<file path="src/rtl/seg7_scan_ctrl.sv">
// seg7_scan_ctrl: time-multiplexed hex display scheduler.
// Shares one hex-to-7-segment decoder across DIGITS common-select digits.
// Each slot is PRESCALE cycles. The first BLANK cycles of a slot deselect every
// digit, so ghosting cannot occur while the select lines change.
// The displayed value is a snapshot ("active") that is refreshed from the
// shadow register only at frame boundaries, which keeps updates tear-free.
module seg7_scan_ctrl #(
    parameter int DIGITS   = 4,
    parameter int PRESCALE = 1000,
    parameter int BLANK    = 16
) (
    input  logic                  wb_clk_i,
    input  logic                  wb_rst_i,
    input  logic [4*DIGITS-1:0]   value_in,
    input  logic                  load,
    input  logic                  enable,
    input  logic                  lz_suppress,
    input  logic                  seg_pol,
    output logic [6:0]            seg_out,
    output logic [6:0]            seg_oeb,
    output logic [DIGITS-1:0]     digit_sel,
    output logic                  frame_done
);

    localparam int VW = 4 * DIGITS;
    localparam int IW = (DIGITS > 1) ? $clog2(DIGITS) : 1;
    localparam int PW = (PRESCALE > 1) ? $clog2(PRESCALE) : 1;

    localparam logic [IW-1:0]     IDX_LAST     = IW'(DIGITS - 1);
    localparam logic [PW-1:0]     PC_BLANK_END = PW'(BLANK - 1);
    localparam logic [PW-1:0]     PC_SLOT_END  = PW'(PRESCALE - 1);
    localparam logic [DIGITS-1:0] SEL_ONE      = DIGITS'(1);

    typedef enum logic [1:0] {
        ST_IDLE,
        ST_BLANK,
        ST_SHOW
    } state_t;

    state_t          state;
    logic [VW-1:0]   shadow;
    logic [VW-1:0]   active;
    logic [IW-1:0]   idx;
    logic [PW-1:0]   pcnt;

    logic            slot_end;
    logic            frame_end;
    logic            take_snapshot;
    logic [VW-1:0]   active_nxt;
    logic [IW-1:0]   idx_nxt;
    logic [DIGITS-1:0] lead_zero;
    logic            zero_above;
    logic [3:0]      show_nib;
    logic            show_blank;
    logic [6:0]      show_seg;
    logic [6:0]      seg_show_pol;
    logic [6:0]      seg_blank_pol;
    logic [DIGITS-1:0] sel_show;

    // Active-high hex decode, bit order {g,f,e,d,c,b,a}.
    function automatic logic [6:0] hex_to_seg(input logic [3:0] nib);
        logic [6:0] s;
        case (nib)
            4'h0:    s = 7'b0111111;
            4'h1:    s = 7'b0000110;
            4'h2:    s = 7'b1011011;
            4'h3:    s = 7'b1001111;
            4'h4:    s = 7'b1100110;
            4'h5:    s = 7'b1101101;
            4'h6:    s = 7'b1111101;
            4'h7:    s = 7'b0000111;
            4'h8:    s = 7'b1111111;
            4'h9:    s = 7'b1101111;
            4'hA:    s = 7'b1110111;
            4'hB:    s = 7'b1111100;
            4'hC:    s = 7'b0111001;
            4'hD:    s = 7'b1011110;
            4'hE:    s = 7'b1111001;
            default: s = 7'b1110001;
        endcase
        return s;
    endfunction

    // Next snapshot/index and the segment pattern for the slot being entered.
    // Outputs are registered from these, so they describe the post-edge state.
    always_comb begin
        slot_end      = (state == ST_SHOW) && (pcnt == PC_SLOT_END);
        frame_end     = slot_end && (idx == IDX_LAST);
        take_snapshot = enable && ((state == ST_IDLE) || frame_end);

        active_nxt = active;
        if (take_snapshot) begin
            active_nxt = load ? value_in : shadow;
        end

        idx_nxt = idx;
        if (!enable || (state == ST_IDLE)) begin
            idx_nxt = '0;
        end else if (slot_end) begin
            idx_nxt = frame_end ? '0 : idx + IW'(1);
        end

        zero_above = 1'b1;
        lead_zero  = '0;
        for (int i = DIGITS - 1; i >= 0; i--) begin
            zero_above   = zero_above & (active_nxt[4*i +: 4] == 4'h0);
            lead_zero[i] = zero_above;
        end
        lead_zero[0] = 1'b0;

        show_nib   = 4'h0;
        show_blank = 1'b0;
        for (int i = 0; i < DIGITS; i++) begin
            if (idx_nxt == IW'(i)) begin
                show_nib   = active_nxt[4*i +: 4];
                show_blank = lz_suppress & lead_zero[i];
            end
        end

        show_seg      = show_blank ? 7'h00 : hex_to_seg(show_nib);
        seg_show_pol  = seg_pol ? show_seg : ~show_seg;
        seg_blank_pol = {7{~seg_pol}};
        sel_show      = SEL_ONE << idx_nxt;
    end

    // Scan FSM with registered outputs; enable low returns to IDLE from any state.
    always_ff @(posedge wb_clk_i) begin
        if (wb_rst_i) begin
            state      <= ST_IDLE;
            shadow     <= '0;
            active     <= '0;
            idx        <= '0;
            pcnt       <= '0;
            digit_sel  <= '0;
            seg_out    <= 7'h00;
            seg_oeb    <= 7'h7F;
            frame_done <= 1'b0;
        end else begin
            if (load) begin
                shadow <= value_in;
            end
            active     <= active_nxt;
            idx        <= idx_nxt;
            frame_done <= 1'b0;

            if (!enable) begin
                state     <= ST_IDLE;
                pcnt      <= '0;
                digit_sel <= '0;
                seg_out   <= seg_blank_pol;
                seg_oeb   <= 7'h7F;
            end else begin
                case (state)
                    ST_IDLE: begin
                        state     <= ST_BLANK;
                        pcnt      <= '0;
                        digit_sel <= '0;
                        seg_out   <= seg_blank_pol;
                        seg_oeb   <= 7'h00;
                    end
                    ST_BLANK: begin
                        pcnt    <= pcnt + PW'(1);
                        seg_oeb <= 7'h00;
                        if (pcnt == PC_BLANK_END) begin
                            state     <= ST_SHOW;
                            digit_sel <= sel_show;
                            seg_out   <= seg_show_pol;
                        end else begin
                            digit_sel <= '0;
                            seg_out   <= seg_blank_pol;
                        end
                    end
                    ST_SHOW: begin
                        seg_oeb <= 7'h00;
                        if (slot_end) begin
                            state      <= ST_BLANK;
                            pcnt       <= '0;
                            digit_sel  <= '0;
                            seg_out    <= seg_blank_pol;
                            frame_done <= frame_end;
                        end else begin
                            pcnt      <= pcnt + PW'(1);
                            digit_sel <= sel_show;
                            seg_out   <= seg_show_pol;
                        end
                    end
                    default: begin
                        state     <= ST_IDLE;
                        pcnt      <= '0;
                        digit_sel <= '0;
                        seg_out   <= seg_blank_pol;
                        seg_oeb   <= 7'h7F;
                    end
                endcase
            end
        end
    end

endmodule

</file>
<file path="config.mk">
export PLATFORM = sky130hd
export DESIGN_NAME = seg7_scan_ctrl
export DESIGN_NICKNAME = d
export VERILOG_FILES = /design/src/rtl/seg7_scan_ctrl.sv
export SDC_FILE = /design/constraint.sdc
export NUM_CORES = 1
export LEC_CHECK = 0
export CORE_UTILIZATION = 44
export CTS_BUF_LIST = sky130_fd_sc_hd__clkbuf_8
export DETAILED_ROUTE_END_ITERATION = 8
export PLACE_DENSITY = 0.69
export SETUP_SLACK_MARGIN = 0.2
export SYNTH_ARGS = -nofsm -noshare
export SYNTH_HDL_FRONTEND = slang
export SYNTH_SLANG_ARGS = --single-unit
</file>
<file path="constraint.sdc">
create_clock -name wb_clk_i -period 3.5 [get_ports wb_clk_i]
set_clock_uncertainty 0.1 [all_clocks]
set_input_delay 0.7 -clock wb_clk_i [delete_from_list [all_inputs] [get_ports wb_clk_i]]
set_output_delay 0.7 -clock wb_clk_i [all_outputs]
set_load 0.02 [all_outputs]
</file>
==> flow_summary.toml <==
[synthesis]
yosysTopAreaCell = "dfxtp_1"
async_flop_share_pct = 0
yosys_warnings = 0
synth-simple-area-share_pct = 21.69
synth-seq-area-share_pct = 38.13
synth_mux_area_share_pct = 19.26
synthCells = 323
synth-seq-cells = 59
ys.flop_type = "dfxtp_1"
ys_types = 57
yosys.area.top_type_share_pct = 38.13
synth_compound_gate_area_share_pct = 9.047
synth-edff-count = 0
avgSynthCellArea_um2 = 9.591
synthAdderAreaFrac_pct = 4.847
synth_area_um2 = 3098
ys_top_cells_by_area = "dfxtp_1, mux2i_1, mux2_2"
synth_top_family_by_area = "simple AND/OR/NAND/NOR gates"
syn-num-nets = 357
synth-xor-area-share_pct = 2.262

[power_and_ir_drop]
p_per_area_nw_per_um2 = 440.0
finalPower_w = 0.001830
vdd_ir_drop_max_mv = 0.2483
p_leak_nw = 1.652

[timing]
hold_violations = 0
slew_headroom_pct = 42.47
max_freq_mhz = 313.0
rsz0062_at_grt = "no"
worstMarginPinSlew_ns = 0.8551
report.final.slew_viol_count = 0
setup_viol = 0
finalCritPeriodShare_pct = 91.29
holdWs_ns = 0.3441
fin_crit_ns = 3.195

[clock_tree]
cts_tree = "yes"
cts_buffers = 9
clk_latency_ns = 0.34
holdBufCountCts = 0
cts_sinks = 59
clk_pin_slew_ns = 0.06
h-tree-depth = 3
root_buffer = "clkbuf_8"
clock_path_buffers = 2

[critical_path]
endpoint_kind = "register"
start_kind = "input port"
regToRegStartpoint = "state[0]"
required_ns = 3.60
crit_type = "in -> reg"
crit_start = "enable"
worstRegToRegCells = 13
cp_data_arrival_time_ns = 3.30
worstPathMaxFanout = 6

[layout]
n_fill_cell = 562
drive_gt1_share_pct = 25.13
register_area_um2 = 1181
multi_input_area_um2 = 1884
diodes = 0
final_cell_mix = "dfxtp_1, clkdlybuf4s50_1, nor2_1, buf_4, mux2i_1"
area_delta_synth_final_pct = 34.21
design_area_um2 = 4158
final_common_cell = "dfxtp_1"
finalNonFillerCells = 490
nets = 423

[die]
pin_count = 41
die_area_um2 = 7381
die_x_um = 85.91
core_area_um2 = 6794
row_count = 30
start_util_pct = 45.60
die_h_um = 85.91

[global_routing]
grt_overflow = 0
antenna_found_initial = 0
grt_max_degree = 21
grt_pass1_wl_um = 11010
grt_pass1_vias = 2390
track_usage_pct = 19.30

[place]
placedCellCount = 471
portBuffers = 40
place_hpwl_um = 4893
place_area_um2 = 3739
gp_congestion = 0.9054

[drt]
wirelength_um = 6725
drc_errors = 0
via_per_inst = 5.251
num_vias = 2573
drtIter0Drc = 81
drtAntennaViolNets = 0
dr.pass1.iters = 4
avgRoutedWirePerCell_um = 13.72

[min_path]
holdPathStages = 1
worstHoldPathType = "reg -> reg"
hp-start = "pcnt[0]"

[job]
max-cap-violations = 0

[status]
status = "completed"
final timing paths:
path,slack [ns],endpoint
setup reg to reg,0.42,seg_out[3]
hold / removal,0.34,pcnt[0]
setup / recovery,0.30,seg_out[3]
hold reg to reg,0.34,pcnt[0]
worst max-delay path, stage by stage:
cell	delay, ns
clkdlybuf4s50_1	0.47
and3_4	0.19
nand4_1	0.13
nand2_2	0.16
buf_12	0.17
mux2i_4	0.25
mux2i_2	0.10
mux2i_2	0.25
ha_1	0.29
or2_0	0.22
a32o_1	0.25
mux2i_1	0.12
final cells by class:
type,instances,area share (%)
Clock buffer,12,3.972
Multi-Input combinational cell,238,45.32
Timing Repair Buffer,73,16.40
Inverter,8,0.7222
Clock inverter,4,2.287
Tap cell,96,2.889
Sequential cell,59,28.41
synth_stat cells (2+ instances only):
cell type / n
a21oi_1: 8
a21oi_2: 2
and2_1: 19
and3_1: 3
buf_4: 7
buf_6: 3
clkbuf_1: 6
dfxtp_1: 59
ha_1: 12
inv_1: 8
mux2_2: 19
mux2i_1: 36
nand2_1: 14
nand2b_1: 2
nand3_1: 11
nand3b_1: 4
nand4_1: 2
nor2_1: 34
nor3_1: 8
nor4_1: 7
nor4b_1: 2
o211ai_1: 5
o21ai_0: 7
o22ai_1: 2
o31ai_1: 2
or3_1: 3
or4_1: 2
xnor2_1: 3
xor2_1: 5
report_power, final:
part | switching [W] | internal (W) | leakage, nW | total (W)
registers | 0.0000158 | 0.000705 | 0.483 | 0.000721
clock network | 0.000264 | 0.000530 | 0.133 | 0.000794
logic | 0.000149 | 0.000166 | 1.04 | 0.000315
total | 0.000428 | 0.00140 | 1.65 | 0.00183
flip-flops by register name, summed over array words and instances (netlist names):
signal	cells
shadow	16
digit_sel	4
idx	2
seg_oeb	1
seg_out	7
state	2
frame_done	1
active	16
pcnt	10
routing by layer:
layer  vias to the layer above  global-route usage (%)  routed length, um
li1                       1290                       -                  -
met1                      1209                   23.73               3068
met2                        59                   31.24               3250
met3                        15                   6.160                275
met4                         0                   7.879                130
met5                         -                       0                  0
kinds of logic (layout without fill, tap and decap cells):
group | count (synthesis) | in the layout
buf+inv | 26 | 97
simple gates | 122 | 122
mux | 56 | 56
xor+xnor | 8 | 8
flops | 59 | 59
compound gates | 40 | 40
fa+ha+maj | 12 | 12
what timing repair did:
action | 4_1_cts | 5_1_grt
setup endpoints to repair | 0 | 6
gates resized for setup | 0 | 27
setup buffers | 0 | 2
hold endpoints to repair | 0 | 0
per-stage QoR:
step	util (%)	setup TNS, ns	setup WS [ns]
2_1_floorplan	-	0	0.2412
3_3_place_gp	55.03	-0.1513	-0.04959
3_5_place_dp	55.03	-0.6770	-0.1432
4_1_cts	58.86	0	0.2029
5_1_grt	61.20	0	0.1779
6_report	61.20	0	0.3049
(Power assumes the default switching activity.)
==> patch 1: new RTL, same flow settings <==
Encoding of `state_t`: now one-hot (3 bits for 3 states).
--- a/src/rtl/seg7_scan_ctrl.sv
+++ b/src/rtl/seg7_scan_ctrl.sv
@@ -33,6 +33,6 @@
 
-    typedef enum logic [1:0] {
-        ST_IDLE,
-        ST_BLANK,
-        ST_SHOW
+    typedef enum logic [2:0] {
+        ST_IDLE  = 3'b001,
+        ST_BLANK = 3'b010,
+        ST_SHOW  = 3'b100
     } state_t;
Function: same outputs for any inputs over 10 cycles, from zero or initial values and one cycle with wb_rst_i high; not proved beyond that.
==> patch 1 against the unedited design <==
  * Synthesized area is 4.0% higher
  * Setup slack worse by 200 ps
  * Largest power group is now sequential cells
  * Total power is 4.4% lower
  * Register-to-register slack worse by 310 ps
  * Synthesized cell count rose by 8.7%
  * Sequential cell count rose by 1
  * Global-route usage increased by 3.2 points
  * Final area grew 10%
  * Highest routed layer unchanged
  * Sequential share of layout area decreased by 2.0 points
  * Core utilization is 4.8 points higher
  * Routed wire length up 25%
==> patch 1: results (changes against the unedited design) <==
stage;metric;value;unit;change
run_status;status;finished clean;;
worst_setup_path;reg2reg_depth;12;;-1
logic_synthesis;yosysSeqAreaShare;37.30;%;-0.83 points
routing;drtIter0Drc;137;;+69%
cells_and_area;finalNetCount;458;;+8.3%
worst_setup_path;reg2reg_slack;110;ps;-310 ps
min_path;hold_depth;1;;unchanged
logic_synthesis;synth.distinct_cells;59;;+3.5%
logic_synthesis;synth_area_leaders;dfxtp_1, mux2i_1, nor2_1, o211ai_1, ha_1;;
clocking;insertion_delay;340;ps;about the same
min_path;min_from;pcnt[0];;
grt;grt_pass1_wl;13150;µm;+20%
logic_synthesis;yosys-top-cells-count;dfxtp_1, nor2_1, mux2i_1, o211ai_1, nand3_1;;
logic_synthesis;ys.flop_type;dfxtp_1;;
routing;wl_per_cell;15.87;µm;+16%
sta;hold_ws;318.1;ps;-26.01 ps
worst_setup_path;r2r_end;seg_out[3];;
clocking;htreeDepth;3;;unchanged
cells_and_area;antennaDiodeCount;0;;unchanged
logic_synthesis;yosys_warnings;0;;unchanged
min_path;hold_path_end;pcnt[0];;
worst_setup_path;path_max_fanout;8;;+2
min_path;hold_path.class;reg -> reg;;
clocking;cts_buffers;9;;unchanged
routing;vias_per_cell;5.541;;+5.5%
cells_and_area;drive_above_1_share;32.10;%;+7.0 points
clocking;cts_setup_buffers;11;;+11
clocking;clockBufferDepth;2;;unchanged
placed_design;io_buffers;40;;unchanged
logic_synthesis;syn-num-nets;381;;+6.7%
grt;track_usage;22.49;%;+3.2 points
sta;worst_pin_slew;416.2;ps;-438.9 ps
cells_and_area;top_regs;active x16, shadow x16, pcnt x10;;
clocking;clk_pin_slew;70;ps;
logic_synthesis;synth_enable_flop_cells;0;;unchanged
pwr;cellLeakagePower;1.767;nW;+6.9%
placed_design;place.gp.congestion;0.8772;;-3.1%
routing;drtPass1Iterations;4;;unchanged
grt;grt_pass1_vias;2685;;+12%
worst_setup_path;max_stage_delay;410;ps;-60 ps
pwr;max-vdd-ir-drop;0.2758;mV;+11%
clocking;ctsResizeCount;33;;+33
placed_design;dp_hpwl;5620;µm;+15%
worst_setup_path;reg2reg_from;state[0];;
worst_setup_path;crit_arrival;3540;ps;+240 ps
cells_and_area;fillCellCount;541;;-3.7%
grt;grt_max_degree;32;;+52%
worst_setup_path;critPathSlowestCell;or3b_4;;
logic_synthesis;async_reset_ff_share;0;%;unchanged
routing;drc_errors;0;;unchanged
-- patch 1: cell count changes in the layout (fill, tap and decap cells not counted), sizes merged, moves of 7 or more --
cell / unedited run / this run
mux2: 19 / 12
buf: 32 / 51
o211ai: 5 / 18
nor2: 35 / 49
mux2i: 37 / 28
and2: 19 / 8
-- patch 1: final cells by class --
class / count / area [µm²] / share of cell area, %
flip-flops and latches: 60 / 1210 / 26.39
clock buffers: 9 / 123.9 / 2.702
inverters: 12 / 47.55 / 1.037
repair buffers: 91 / 852.1 / 18.59
multi-input cells: 254 / 2156 / 47.03
well taps: 96 / 120.1 / 2.620
clock inverters: 7 / 75.07 / 1.638
-- patch 1: stage by stage --
| stage | setup WS (ps) | instance area, µm² | utilization, % | cells |
|---|---|---|---|---|
| global route | 7.853 | 4584 | 66.02 | 529 |
| detailed placement | -246.9 | 3961 | 57.05 | 497 |
| finish | 106.9 | 4584 | 66.02 | 529 |
| CTS | 152.4 | 4443 | 63.98 | 525 |
| floorplan | 119.2 | 3278 | - | 351 |
| global placement | -124.6 | 3961 | 57.05 | 497 |
-- patch 1: critical path: cells and delay by family, from the launching register on --
kind / cells / cell delay, ps
flip-flops: 1 / 330
AND/OR/NAND/NOR: 3 / 1110
buffers and inverters: 2 / 220
AO/OA/AOI/OAI: 1 / 200
multiplexers: 5 / 980
adder cells (fa/ha/maj): 1 / 350
-- patch 1: worst max path at each step --
| stage | from | endpoint | slack (ps) | cells after the start |
|---|---|---|---|---|
| after floorplan | state[2] | seg_out[3] | 120 | 11 |
| after global placement | enable | seg_out[3] | -120 | 13 |
| after detailed placement | enable | seg_out[3] | -250 | 13 |
| after CTS | state[0] | seg_out[3] | 150 | 12 |
| after global routing | state[0] | seg_out[3] | 8 | 12 |
| final | state[0] | seg_out[3] | 110 | 12 |
-- patch 1: cell families (layout without fill, tap and decap cells) --
| logic type | after synthesis | in the layout | synth area share [%] |
|---|---|---|---|
| buffers and inverters | 37 | 119 | 5.633 |
| AO/OA/AOI/OAI | 64 | 64 | 16.01 |
| flip-flops | 60 | 60 | 37.30 |
| adder cells (fa/ha/maj) | 8 | 8 | 3.108 |
| AND/OR/NAND/NOR | 131 | 131 | 21.60 |
| multiplexers | 40 | 40 | 13.36 |
| XOR/XNOR | 11 | 11 | 2.992 |
-- patch 1: where the power goes --
part           total, mW  internal [mW]  switching, mW
Combinational      0.380          0.190          0.190
Clock              0.635          0.332          0.303
Sequential         0.734          0.715         0.0195
Total               1.75           1.24          0.512
-- patch 1: metal layers --
metal	global-route usage (%)	up-vias	share of wire, %
li1	-	1442	-
met1	29.57	1408	44
met2	36.79	74	50
met3	5.184	7	4.4
met4	7.004	0	1.1
met5	0	-	0
==> patch 2: new RTL, same flow settings <==
Made on the original files. Change the parameter `DIGITS` from 4 to 2.
--- a/src/rtl/seg7_scan_ctrl.sv
+++ b/src/rtl/seg7_scan_ctrl.sv
@@ -7,3 +7,3 @@
 module seg7_scan_ctrl #(
-    parameter int DIGITS   = 4,
+    parameter int DIGITS   = 2,
     parameter int PRESCALE = 1000,
Ports: changed (resized digit_sel and value_in); port bits go from 41 to 31. No check against the original RTL was run, so the function may have changed too.
==> patch 2 against the unedited design <==
  * Synthesized area down 28%
  * Sequential cell count shrank 19
  * Routed wire length is 34% lower
  * Sequential share of layout area decreased by 0.26 points
  * Core utilization decreased by 1.0 points
  * Largest cell class unchanged
  * Maximum frequency is 1.7% higher
  * Setup slack improved by 54 ps
  * Cell count decreased by 29%
  * Total power down 38%
  * Final area decreased by 31%
  * Synthesized cell count is 26% lower
  * Count of clock-buffer cells in the layout shrank 5
==> patch 2: results (changes against the unedited design) <==
stage;metric;value;unit;change
cells_and_area;multi_input_area;1380;µm²;-27%
grt;use_met1;23.92;%;+0.19 points
cells_and_area;top_regs;pcnt x10, active x8, shadow x8;;
sta;worst_pin_slew;431.0;ps;-424.0 ps
pwr;p_seq_share;42.8;%;+3.4 points
logic_synthesis;synth_area_leaders;dfxtp_1, mux2i_1, ha_1, nor2_1, mux2_2;;
routing;vias_per_cell;5.199;;-0.99%
routing;wl_met1;2144;µm;-30%
logic_synthesis;synth.distinct_cells;51;;-11%
placed_design;pre_cts_ws;77.13;ps;+220.4 ps
grt;grt.met3_usage;3.729;%;-2.4 points
pwr;p_clk;0.413;mW;-48%
routing;wl_met2;2003;µm;-38%
clocking;htreeDepth;2;;-1
clocking;insertion_delay;290;ps;-50 ps
worst_setup_path;max_stage_delay;370;ps;-100 ps
placed_design;place.gp.congestion;0.8084;;-11%
cells_and_area;fillCellCount;430;;-23%
worst_setup_path;critPathSlowestCell;dfxtp_2;;
worst_setup_path;r2r_end;seg_out[4];;
run_status;status;finished clean;;
grt;grt_pass1_vias;1617;;-32%
logic_synthesis;synth-compound-area-share;11.23;%;+2.2 points
clocking;cts_setup_buffers;1;;+1
routing;met3_length;205;µm;-25%
placed_design;dp_cells;338;;-28%
placed_design;io_buffers;30;;-25%
logic_synthesis;syn-instance-count;238;;-26%
cells_and_area;drive_above_1_share;21.43;%;-3.7 points
grt;grt_max_degree;24;;+14%
==> patch 2: cell types whose count changed in the layout (fill, tap and decap cells not counted), sizes merged, moves of 7 or more <==
| cell | delta |
|---|---|
| buf | -13 |
| nor2b | +8 |
| dfxtp | -19 |
| o21ai | -7 |
| and2 | -17 |
| nand3 | -7 |
| mux2 | -12 |
| clkdlybuf4s50 | -11 |
| mux2i | -16 |
==> patch 2: area by class of cell <==
type	count	area share [%]
Inverter	9	1.173
Clock inverter	1	1.043
Multi-Input combinational cell	174	47.91
Timing Repair Buffer	49	15.46
Tap cell	67	2.911
Sequential cell	40	28.15
Clock buffer	7	3.345
==> patch 2: worst max-delay path by stage <==
stage             start         end  slack, ps  cells after the start
5_1_grt        state[0]  seg_out[4]        150                     13
6_report       state[0]  seg_out[4]        360                     13
3_3_place_gp    pcnt[0]  seg_out[4]        110                     14
2_1_floorplan   pcnt[0]  seg_out[4]        200                     14
3_5_place_dp     enable  seg_out[4]         80                      9
4_1_cts         pcnt[1]  seg_out[4]        210                     14
